`src/rtl/sm3_pad_pkg.sv`:
```
// SM3 padder shared types and helpers.
// Word geometry, state encoding and last-beat mask/marker logic.
package sm3_pad_pkg;

  typedef enum logic [1:0] {
    DATA,
    MARK,
    ZERO,
    LEN
  } state_e;

  typedef logic [63:0] len_t;

  function automatic int wpb(input int dw);
    return 512 / dw;
  endfunction

  function automatic int lslot(input int dw);
    return 512 / dw - 64 / dw;
  endfunction

  // d and vb are left-justified in 64/8 bits; the first
  // disabled byte after an enabled run receives 0x80.
  function automatic logic [63:0] last_word(
    input logic [63:0] d,
    input logic [7:0]  vb
  );
    logic [63:0] r;
    logic        prev;
    r    = '0;
    prev = 1'b1;
    for (int i = 0; i < 8; i++) begin
      if (vb[7-i])
        r[63-8*i -: 8] = d[63-8*i -: 8];
      else if (prev)
        r[63-8*i -: 8] = 8'h80;
      prev = vb[7-i];
    end
    return r;
  endfunction

  function automatic logic [3:0] nbytes(input logic [7:0] vb);
    logic [3:0] n;
    n = '0;
    for (int i = 0; i < 8; i++)
      n = n + {3'b000, vb[i]};
    return n;
  endfunction

endpackage

```
`src/rtl/sm3_pad_dw.sv`:
```
// SM3 message padder, 32- or 64-bit words.
// Emits data, 0x80 marker, zero fill and 64-bit bit length.
module sm3_pad_dw
  import sm3_pad_pkg::*;
#(
  parameter int DW    = 32,
  parameter int LEN_W = 61
) (
  input  logic            clk,
  input  logic            rst_n,
  input  logic [DW-1:0]   msg_inpt_d,
  input  logic [DW/8-1:0] msg_inpt_vld_byte,
  input  logic            msg_inpt_vld,
  input  logic            msg_inpt_lst,
  output logic            msg_inpt_rdy,
  input  logic            pad_otpt_ena,
  output logic [DW-1:0]   pad_otpt_d,
  output logic            pad_otpt_vld,
  output logic            pad_otpt_blk_end,
  output logic            pad_otpt_lst
);

  localparam int NB    = DW / 8;
  localparam int WPB   = wpb(DW);
  localparam int LW    = 64 / DW;
  localparam int LSLOT = lslot(DW);
  localparam int WI_W  = $clog2(WPB);

  localparam logic [WI_W-1:0] WLAST  = WI_W'(WPB - 1);
  localparam logic [WI_W-1:0] WLSLOT = WI_W'(LSLOT);
  localparam logic [DW-1:0]   MARK_W = {8'h80, {(DW-8){1'b0}}};
  localparam logic            ONE_LW = (LW == 1);

  if (DW != 32 && DW != 64) begin : g_bad_dw
    $error("sm3_pad_dw: DW must be 32 or 64");
  end

  state_e          state_q;
  logic [LEN_W-1:0] cnt_q;
  logic [WI_W-1:0] widx_q;
  logic            init_q;
  logic [DW-1:0]   d_q;
  logic            vld_q;
  logic            blk_q;
  logic            lst_q;

  logic            can_load;
  logic            in_fire;
  logic            full;
  len_t            len64;
  logic [DW-1:0]   tail_w;
  logic [DW-1:0]   len_hi;
  logic [DW-1:0]   len_lo;
  logic            ld;
  logic [DW-1:0]   ld_w;
  logic            ld_lst;

  assign can_load     = !vld_q || pad_otpt_ena;
  assign msg_inpt_rdy = init_q && (state_q == DATA) && can_load;
  assign in_fire      = msg_inpt_vld && msg_inpt_rdy;
  assign full         = &msg_inpt_vld_byte;

  assign tail_w = DW'(last_word(
    64'(msg_inpt_d) << (64 - DW),
    8'(msg_inpt_vld_byte) << (8 - NB)
  ) >> (64 - DW));

  assign len64  = len_t'({cnt_q, 3'b000});
  assign len_hi = DW'(len64 >> (64 - DW));
  assign len_lo = DW'(len64);

  always_comb begin
    ld     = 1'b0;
    ld_w   = '0;
    ld_lst = 1'b0;
    if (can_load) begin
      unique case (state_q)
        DATA: begin
          ld   = in_fire;
          ld_w = msg_inpt_lst ? tail_w : msg_inpt_d;
        end
        MARK: begin
          ld   = 1'b1;
          ld_w = MARK_W;
        end
        ZERO: begin
          ld = 1'b1;
          if (widx_q == WLSLOT) begin
            ld_w   = len_hi;
            ld_lst = ONE_LW;
          end
        end
        LEN: begin
          ld     = 1'b1;
          ld_w   = len_lo;
          ld_lst = 1'b1;
        end
        default: ;
      endcase
    end
  end

  always_ff @(posedge clk or negedge rst_n) begin
    if (!rst_n) begin
      state_q <= DATA;
      cnt_q   <= '0;
      widx_q  <= '0;
      init_q  <= 1'b0;
      d_q     <= '0;
      vld_q   <= 1'b0;
      blk_q   <= 1'b0;
      lst_q   <= 1'b0;
    end else begin
      init_q <= 1'b1;
      if (vld_q && pad_otpt_ena)
        vld_q <= 1'b0;
      if (ld) begin
        d_q    <= ld_w;
        vld_q  <= 1'b1;
        blk_q  <= (widx_q == WLAST);
        lst_q  <= ld_lst;
        widx_q <= widx_q + 1'b1;
        unique case (state_q)
          DATA: begin
            if (msg_inpt_lst) begin
              cnt_q   <= cnt_q + LEN_W'(nbytes(
                8'(msg_inpt_vld_byte) << (8 - NB)));
              state_q <= full ? MARK : ZERO;
            end else begin
              cnt_q <= cnt_q + LEN_W'(NB);
            end
          end
          MARK: state_q <= ZERO;
          ZERO: begin
            if (widx_q == WLSLOT) begin
              if (ONE_LW) begin
                cnt_q   <= '0;
                widx_q  <= '0;
                state_q <= DATA;
              end else begin
                state_q <= LEN;
              end
            end
          end
          LEN: begin
            cnt_q   <= '0;
            widx_q  <= '0;
            state_q <= DATA;
          end
          default: state_q <= DATA;
        endcase
      end
    end
  end

  assign pad_otpt_d       = d_q;
  assign pad_otpt_vld     = vld_q;
  assign pad_otpt_blk_end = blk_q;
  assign pad_otpt_lst     = lst_q;

endmodule
```
`config.mk`:
```
export PLATFORM = sky130hd
export DESIGN_NAME = sm3_pad_dw
export DESIGN_NICKNAME = d
export VERILOG_FILES = /design/src/rtl/sm3_pad_pkg.sv /design/src/rtl/sm3_pad_dw.sv
export SDC_FILE = /design/constraint.sdc
export NUM_CORES = 1
export LEC_CHECK = 0
export ABC_AREA = 1
export BUFFER_PORTS_ARGS = -buffer_cell sky130_fd_sc_hd__buf_2
export CAP_MARGIN = 30
export CORE_UTILIZATION = 45
export DETAILED_ROUTE_END_ITERATION = 10
export GPL_TIMING_DRIVEN = 1
export SYNTH_ARGS = -nofsm -noshare
export SYNTH_HDL_FRONTEND = slang
export SYNTH_SLANG_ARGS = --single-unit
```
`constraint.sdc`:
```
create_clock -name clk -period 2.7 [get_ports clk]
set_input_delay 0.27 -clock clk [delete_from_list [all_inputs] [get_ports clk]]
set_output_delay 0.27 -clock clk [all_outputs]
set_load 0.05 [all_outputs]
```
==> results of run 1 <==
-- report_power, final --
part | switching, mW | leakage (nW) | internal (mW)
logic | 2.77 | 2.17 | 1.09
clock network | 0.659 | 0.145 | 0.667
registers | 0.483 | 1.37 | 2.02
total | 3.91 | 3.68 | 3.78
-- repair_timing --
| item | CTS | global route |
|---|---|---|
| gates resized for setup | 0 | 2 |
| hold buffers | 1 | 0 |
| endpoints found under the hold margin | 14 | 0 |
| endpoints found under the setup margin | 0 | 3 |
-- flip-flops by register name, summed over array words and instances, names as in the netlist --
signal	flops
cnt_q	61
pad_otpt_d	32
widx_q	4
state_q	2
init_q	1
pad_otpt_blk_end	1
pad_otpt_lst	1
pad_otpt_vld	1
-- synth_stat cells, types with 2 or more instances --
library cell	count
a31oi_1	7
nor3b_1	2
nor2_1	182
nor2_4	12
a21oi_1	48
o31ai_1	21
and2_1	4
nand3_1	67
buf_1	3
nand3_2	2
nand4_1	22
o21ai_0	55
clkbuf_1	19
nor3_1	28
dfrtp_1	103
o32ai_1	6
inv_2	3
a211oi_1	9
a22oi_1	3
fa_1	3
nand2_1	278
buf_2	8
inv_1	99
nand3b_1	3
o22ai_1	2
nand2_2	3
nor2_2	9
ha_1	10
-- layout make-up --
class,instances,area share [%]
multi-input combinational,792,48.0
sequential,103,32.1
timing repair buffer,112,8.48
inverter,103,4.82
clock buffer,10,2.98
tap,188,2.93
clock inverter,6,0.639
-- kinds of logic (layout without fill, tap and decap cells) --
kind of cell	Yosys count	in the layout	share of synthesized area (%)
fa+ha+maj	13	13	2.65
flops	103	103	36.9
xor+xnor	1	1	0.125
other cells	1	1	0.0537
compound gates	155	155	12.9
simple gates	622	622	39.3
buf+inv	137	231	8.01
-- cells in the final DEF, fill, tap and decap left out, types with 2 or more instances in the layout --
cell / synthesis / final
o31ai_1: 21 / 21
nor2_4: 12 / 13
inv_1: 99 / 99
nand4_1: 22 / 22
buf_12: 1 / 2
a21oi_1: 48 / 48
nand3_2: 2 / 2
nor3_1: 28 / 28
a211oi_1: 9 / 9
nand2_2: 3 / 3
a31oi_1: 7 / 7
nor2_1: 182 / 182
inv_2: 3 / 3
ha_1: 10 / 10
clkinv_4: 0 / 2
o22ai_1: 2 / 2
buf_4: 0 / 34
fa_1: 3 / 2
nor3b_1: 2 / 2
buf_2: 8 / 75
o32ai_1: 6 / 6
dfrtp_1: 103 / 103
and2_1: 4 / 4
a22oi_1: 3 / 3
clkbuf_16: 0 / 9
o21ai_0: 55 / 55
nand3b_1: 3 / 3
nor2_2: 9 / 8
nand3_1: 67 / 67
inv_6: 0 / 2
nand2_1: 278 / 278
-- per-stage QoR --
stage	setup WS [ns]	TNS (ns)	instances	util (%)
after floorplan	0.232	0	1032	-
after global placement	-0.129	-0.745	1297	50.9
after detailed placement	-0.149	-1.29	1297	50.9
after CTS	0.236	0	1314	52.9
after global routing	0.00329	0	1314	53.0
final	0.270	0	1314	53.0
-- worst max-delay path by stage --
| stage | start | cells after the start | to | slack (ns) |
|---|---|---|---|---|
| 2_1_floorplan | msg_inpt_vld_byte[0] | 14 | cnt_q[48]$_DFFE_PN0P_ | 0.23 |
| 3_3_place_gp | msg_inpt_vld_byte[0] | 16 | cnt_q[54]$_DFFE_PN0P_ | -0.13 |
| 3_5_place_dp | msg_inpt_vld_byte[0] | 16 | cnt_q[54]$_DFFE_PN0P_ | -0.15 |
| 4_1_cts | msg_inpt_vld_byte[0] | 16 | cnt_q[54]$_DFFE_PN0P_ | 0.24 |
| 5_1_grt | msg_inpt_vld_byte[0] | 15 | cnt_q[16]$_DFFE_PN0P_ | 0.003 |
| 6_report | msg_inpt_vld_byte[0] | 15 | cnt_q[16]$_DFFE_PN0P_ | 0.27 |
-- tightest hold or removal path, delay by kind of cell --
| family | cells | cell delay (ns) |
|---|---|---|
| compound gates | 1 | 0.07 |
| buf+inv | 1 | 0.10 |
| simple gates | 1 | 0.07 |
-- metal layers --
layer,global-route usage [%],vias to the layer above,wire length (µm)
met5,0,-,0
met4,11.4,0,677
met3,3.63,44,1230
met2,50.0,242,10700
met1,43.5,3326,11000
li1,-,3550,-
==> metrics, run 1 <==
Cell Area, Synth=6980 µm²; initial antenna violation count=0; status=finished clean; CTS root buf=clkbuf_16; Post-DP HPWL=18.4 mm; start point of the worst hold path=msg_inpt_d[2]; Fill cells=1551; max cap viols=0; dpl cell area=7710 µm²; Seq. cell area=2580 µm²; final total power=7.69 mW; area of the multi-input gates=3850 µm²; worst vdd ir=0.527 mV; row count=45; Hold Path Depth=3; drt first-iter violations=640; final hold vios=0; clock skew=0.00982 ns; Post-synth EDFFs=0; Net Count, Synth=1086; worst r2r src=state_q[1]$_DFFE_PN0P_; share of cells above drive strength 1=14.6%; Critical Path AT=2.71 ns; nature of the critical path endpoint=register; fin area=8020 µm²; r2r endpoint=cnt_q[15]$_DFFE_PN0P_; fmax=0.412 GHz; RSZ-0062 raised after global routing=false; gr ovfl total=0; H-tree Lvls=3; CP startpoint kind=input port; Seq/Total Area, Yosys=36.9%; share of the synthesized area in the top cell type=36.9%; crit path kind=input port to register; vias in the first global route=6726; FFs w/ async S/R, synth=100%; drc violations=0; die area=16000 µm²; Post-Route WL=23.7 mm; routed vias/inst=5.45; setup bufs post-CTS=0; cts bufs inserted=9; cell family with most CP delay=adder cells; Antenna Nets Post-Route=0; Pleak=3.68 nW; Slew @ Worst Pin=0.755 ns; Synth Register Bits=103; Final GP Congestion=0.962; CTS Sinks=103; maximum fanout along the worst path=6; Hold Path End=pad_otpt_d[2]$_DFFE_PN0P_; Top Ports=77; Die Y=127 µm; final setup violation count=0; Starting Density=46.1%; CTS max path bufs=2; total global-route track usage=31.2%; drt wl/cell=18.0 µm; setup slack, reg-to-reg=0.34 ns; Final min period=2.43 ns; DR vias=7162; drt pass-1 iters=5; Core Area=15100 µm²; first-pass GRT wire length=37.7 mm; CTS tree=done; crit share post-route=90.0%; die outline width=127 µm; largest net degree at the start of global routing=56; top cell type by total area after synthesis=dfrtp_1; Slowest cell on crit path=fa_1; synth top area cells=dfrtp_1, nand2_1, nor2_1; cell breakdown of the critical path=buf_2 -> fa_1 -> inv_1 -> fa_1 -> inv_1 -> fa_2 -> nor2_4 -> inv_2 -> nand2_1 -> nor2_1 -> inv_2 -> nor2_4 -> buf_4 -> a21oi_1 -> nor3_1; Hold Crit Class=input port to register; hold_ws=0.199 ns; port bufs=76; Slew headroom=49.7%; Mapped Cells=1032; # diodes=0; pwr dens=958 nW/µm²; Final nets=1175; crit path buf inv count=6; slowest stage delay, CP=0.53 ns; Reg2Reg Depth=11; fin. max-slew vios=0; YS warnings=0; Synth-to-Final Area Change=14.9%; Unique masters post-synth=49; Syn Area/Cell=6.77 µm²; Skew-Pair Late Insertion Delay=0.36 ns; Clock transition at path regs=0.08 ns; CP required=2.98 ns; prevailing post-synth register cell=dfrtp_1
No activity file was read; power rests on OpenSTA's default activity.
==> run 2, diff against run 1 <==
--- a/config.mk
+++ b/config.mk
@@ -11,6 +11,8 @@
 export CORE_UTILIZATION = 45
 export DETAILED_ROUTE_END_ITERATION = 10
 export GPL_TIMING_DRIVEN = 1
+export MAX_ROUTING_LAYER = met4
+export RECOVER_POWER = 50
 export SYNTH_ARGS = -nofsm -noshare
 export SYNTH_HDL_FRONTEND = slang
 export SYNTH_SLANG_ARGS = --single-unit
==> run 2 against run 1 <==
Effect of this change:
- wire length increased by 1.4%
- clock skew about the same
- global-route usage increased by 0.96 points
- clock-buffer cell count unchanged
- via count decreased by 0.74%
- utilization decreased by 0.22 points
- final area decreased by 0.42%
- register-to-register slack improved by 0.06 ns
- largest cell class unchanged
- largest power group unchanged
- highest routed layer unchanged
==> metrics, run 2 (synthesis results as in run 1) <==
CP dominant cell by count=inv_1; Pleak=3.56 nW (-3.3%); Slew headroom=3.91% (-46 points); Slowest cell on crit path=fa_1; commonest cells after routing, fill and taps aside=nand2_1, nor2_1, dfrtp_1; drt wl/cell=18.3 µm (+1.5%); post-layout util=52.7% (-0.22 points); Critical Path AT=2.78 ns (+0.07 ns); final hold vios=0 (unchanged); Final min period=2.48 ns (+0.0514 ns); CTS tree=done; Slew @ Worst Pin=1.44 ns (+0.687 ns); maximum fanout along the worst path=6 (unchanged); Starting Density=46.1% (unchanged); # diodes=0 (unchanged); gr ovfl total=0 (unchanged); pwr dens=967 nW/µm² (+0.89%); Skew-Pair Late Insertion Delay=0.37 ns (about the same); die outline width=127 µm (unchanged); hold_ws=0.186 ns (-0.0123 ns); clock skew=0.0102 ns (+0.000379 ns); Post-DP HPWL=18.7 mm (+1.3%); die area=16000 µm² (unchanged); Core Area=15100 µm² (unchanged); drc violations=0 (unchanged); nature of the critical path endpoint=register; drt pass-1 iters=5 (unchanged); slowest stage delay, CP=0.53 ns (about the same); total global-route track usage=32.2% (+0.96 points); fmax=0.403 GHz (-2.1%); dpl ws=-0.158 ns (-0.00976 ns); final setup violation count=0 (unchanged); Final GP Congestion=0.958 (-0.43%); max cap viols=0 (unchanged); Clock transition at path regs=0.07 ns (about the same); Die Y=127 µm (unchanged); CP startpoint kind=input port; H-tree Lvls=3 (unchanged); port bufs=76 (unchanged); largest net degree at the start of global routing=59 (+5.4%); CTS max path bufs=2 (unchanged); Largest Register=cnt_q; Hold Crit Class=input port to register; drt first-iter violations=591 (-7.7%); first-pass GRT wire length=37.2 mm (-1.1%); initial antenna violation count=0 (unchanged); Post-Route WL=24.0 mm (+1.4%); Final nets=1174 (-0.085%); RSZ-0062 raised after global routing=false; fin. max-slew vios=0 (unchanged); routed vias/inst=5.41 (-0.66%); worst vdd ir=0.440 mV (-17%); crit path buf inv count=6 (unchanged); most common cell after layout, fill and taps aside=nand2_1; cell family with most CP delay=adder cells; share of cells above drive strength 1=11.3% (-3.3 points); status=finished clean; final total power=7.72 mW (+0.46%); crit share post-route=91.9% (+1.9 points); max reg flops=61 (unchanged); DR vias=7109 (-0.74%); row count=45 (unchanged); Antenna Nets Post-Route=0 (unchanged); PnR worst setup slack=0.219 ns (-0.0514 ns); cts bufs inserted=9 (unchanged); Top Ports=77 (unchanged); Synth-to-Final Area Change=14.4%; cell breakdown of the critical path=buf_2 -> fa_1 -> inv_1 -> fa_1 -> inv_1 -> fa_2 -> nor2_4 -> inv_2 -> nand2_1 -> nor2_1 -> inv_1 -> nor2_2 -> nand3_1 -> nand2_1 -> inv_1 -> nor2_1; CP required=3.00 ns (+0.02 ns); CTS root buf=clkbuf_16; CTS Sinks=103 (unchanged); crit path kind=input port to register; vias in the first global route=6628 (-1.5%)
## run 2: cell types whose count changed in the layout (fill, tap and decap cells not counted), moves of 2 or more
cell,previous run,this run
clkbuf_1,0,36
buf_2,75,40
buf_4,34,30
clkbuf_2,0,2
## run 2: report_power, final
group          switching [mW]  leakage [nW]  internal (mW)
logic                    2.79          2.05           1.03
registers               0.486          1.37           2.02
clock network           0.664         0.149          0.736
## run 2: worst paths after layout
path / from / endpoint / slack [ns] / depth (start not counted)
setup / recovery: msg_inpt_vld_byte[0] / cnt_q[54]$_DFFE_PN0P_ / 0.22 / 16
hold / removal: msg_inpt_d[1] / pad_otpt_d[1]$_DFFE_PN0P_ / 0.19 / 3
setup reg to reg: cnt_q[0]$_DFFE_PN0P_ / cnt_q[54]$_DFFE_PN0P_ / 0.40 / 14
hold reg to reg: pad_otpt_d[7]$_DFFE_PN0P_ / pad_otpt_d[7]$_DFFE_PN0P_ / 0.49 / 2
max in group asynchronous: rst_n / cnt_q[54]$_DFFE_PN0P_ / 0.68 / 3
min in group asynchronous: rst_n / pad_otpt_d[13]$_DFFE_PN0P_ / 0.79 / 2
## run 2: layout make-up
type,instances,area (µm²)
inverter,103,387
clock buffer,10,229
sequential,103,2580
multi-input combinational,792,3850
clock inverter,6,76.3
timing repair buffer,111,637
tap,188,235
fill,1556,7160
## run 2: per-stage QoR
stage / setup TNS, ns / cells / area [µm²]
6_report: 0 / 1313 / 7990
5_1_grt: 0 / 1313 / 7990
2_1_floorplan: 0 / 1032 / 6980
3_5_place_dp: -1.30 / 1296 / 7720
3_3_place_gp: -0.571 / 1296 / 7720
4_1_cts: 0 / 1313 / 8040
## run 2: tightest hold or removal path, stage by stage
cell	delay [ns]
buf_2	0.10
nand3_1	0.07
a31oi_1	0.08
## run 2: what timing repair did
| item | CTS | global route |
|---|---|---|
| hold endpoints to repair | 19 | 0 |
| hold buffers | 1 | 0 |
| setup buffers | 0 | 0 |
| resized for setup | 0 | 1 |
| setup endpoints to repair | 0 | 1 |
## run 2: routing by layer
layer	GRT usage [%]	up-vias	wire length, µm
met2	49.3	270	10700
met1	42.4	3247	10900
met3	5.82	43	1680
li1	-	3549	-
met4	12.1	0	724
met5	-	-	0
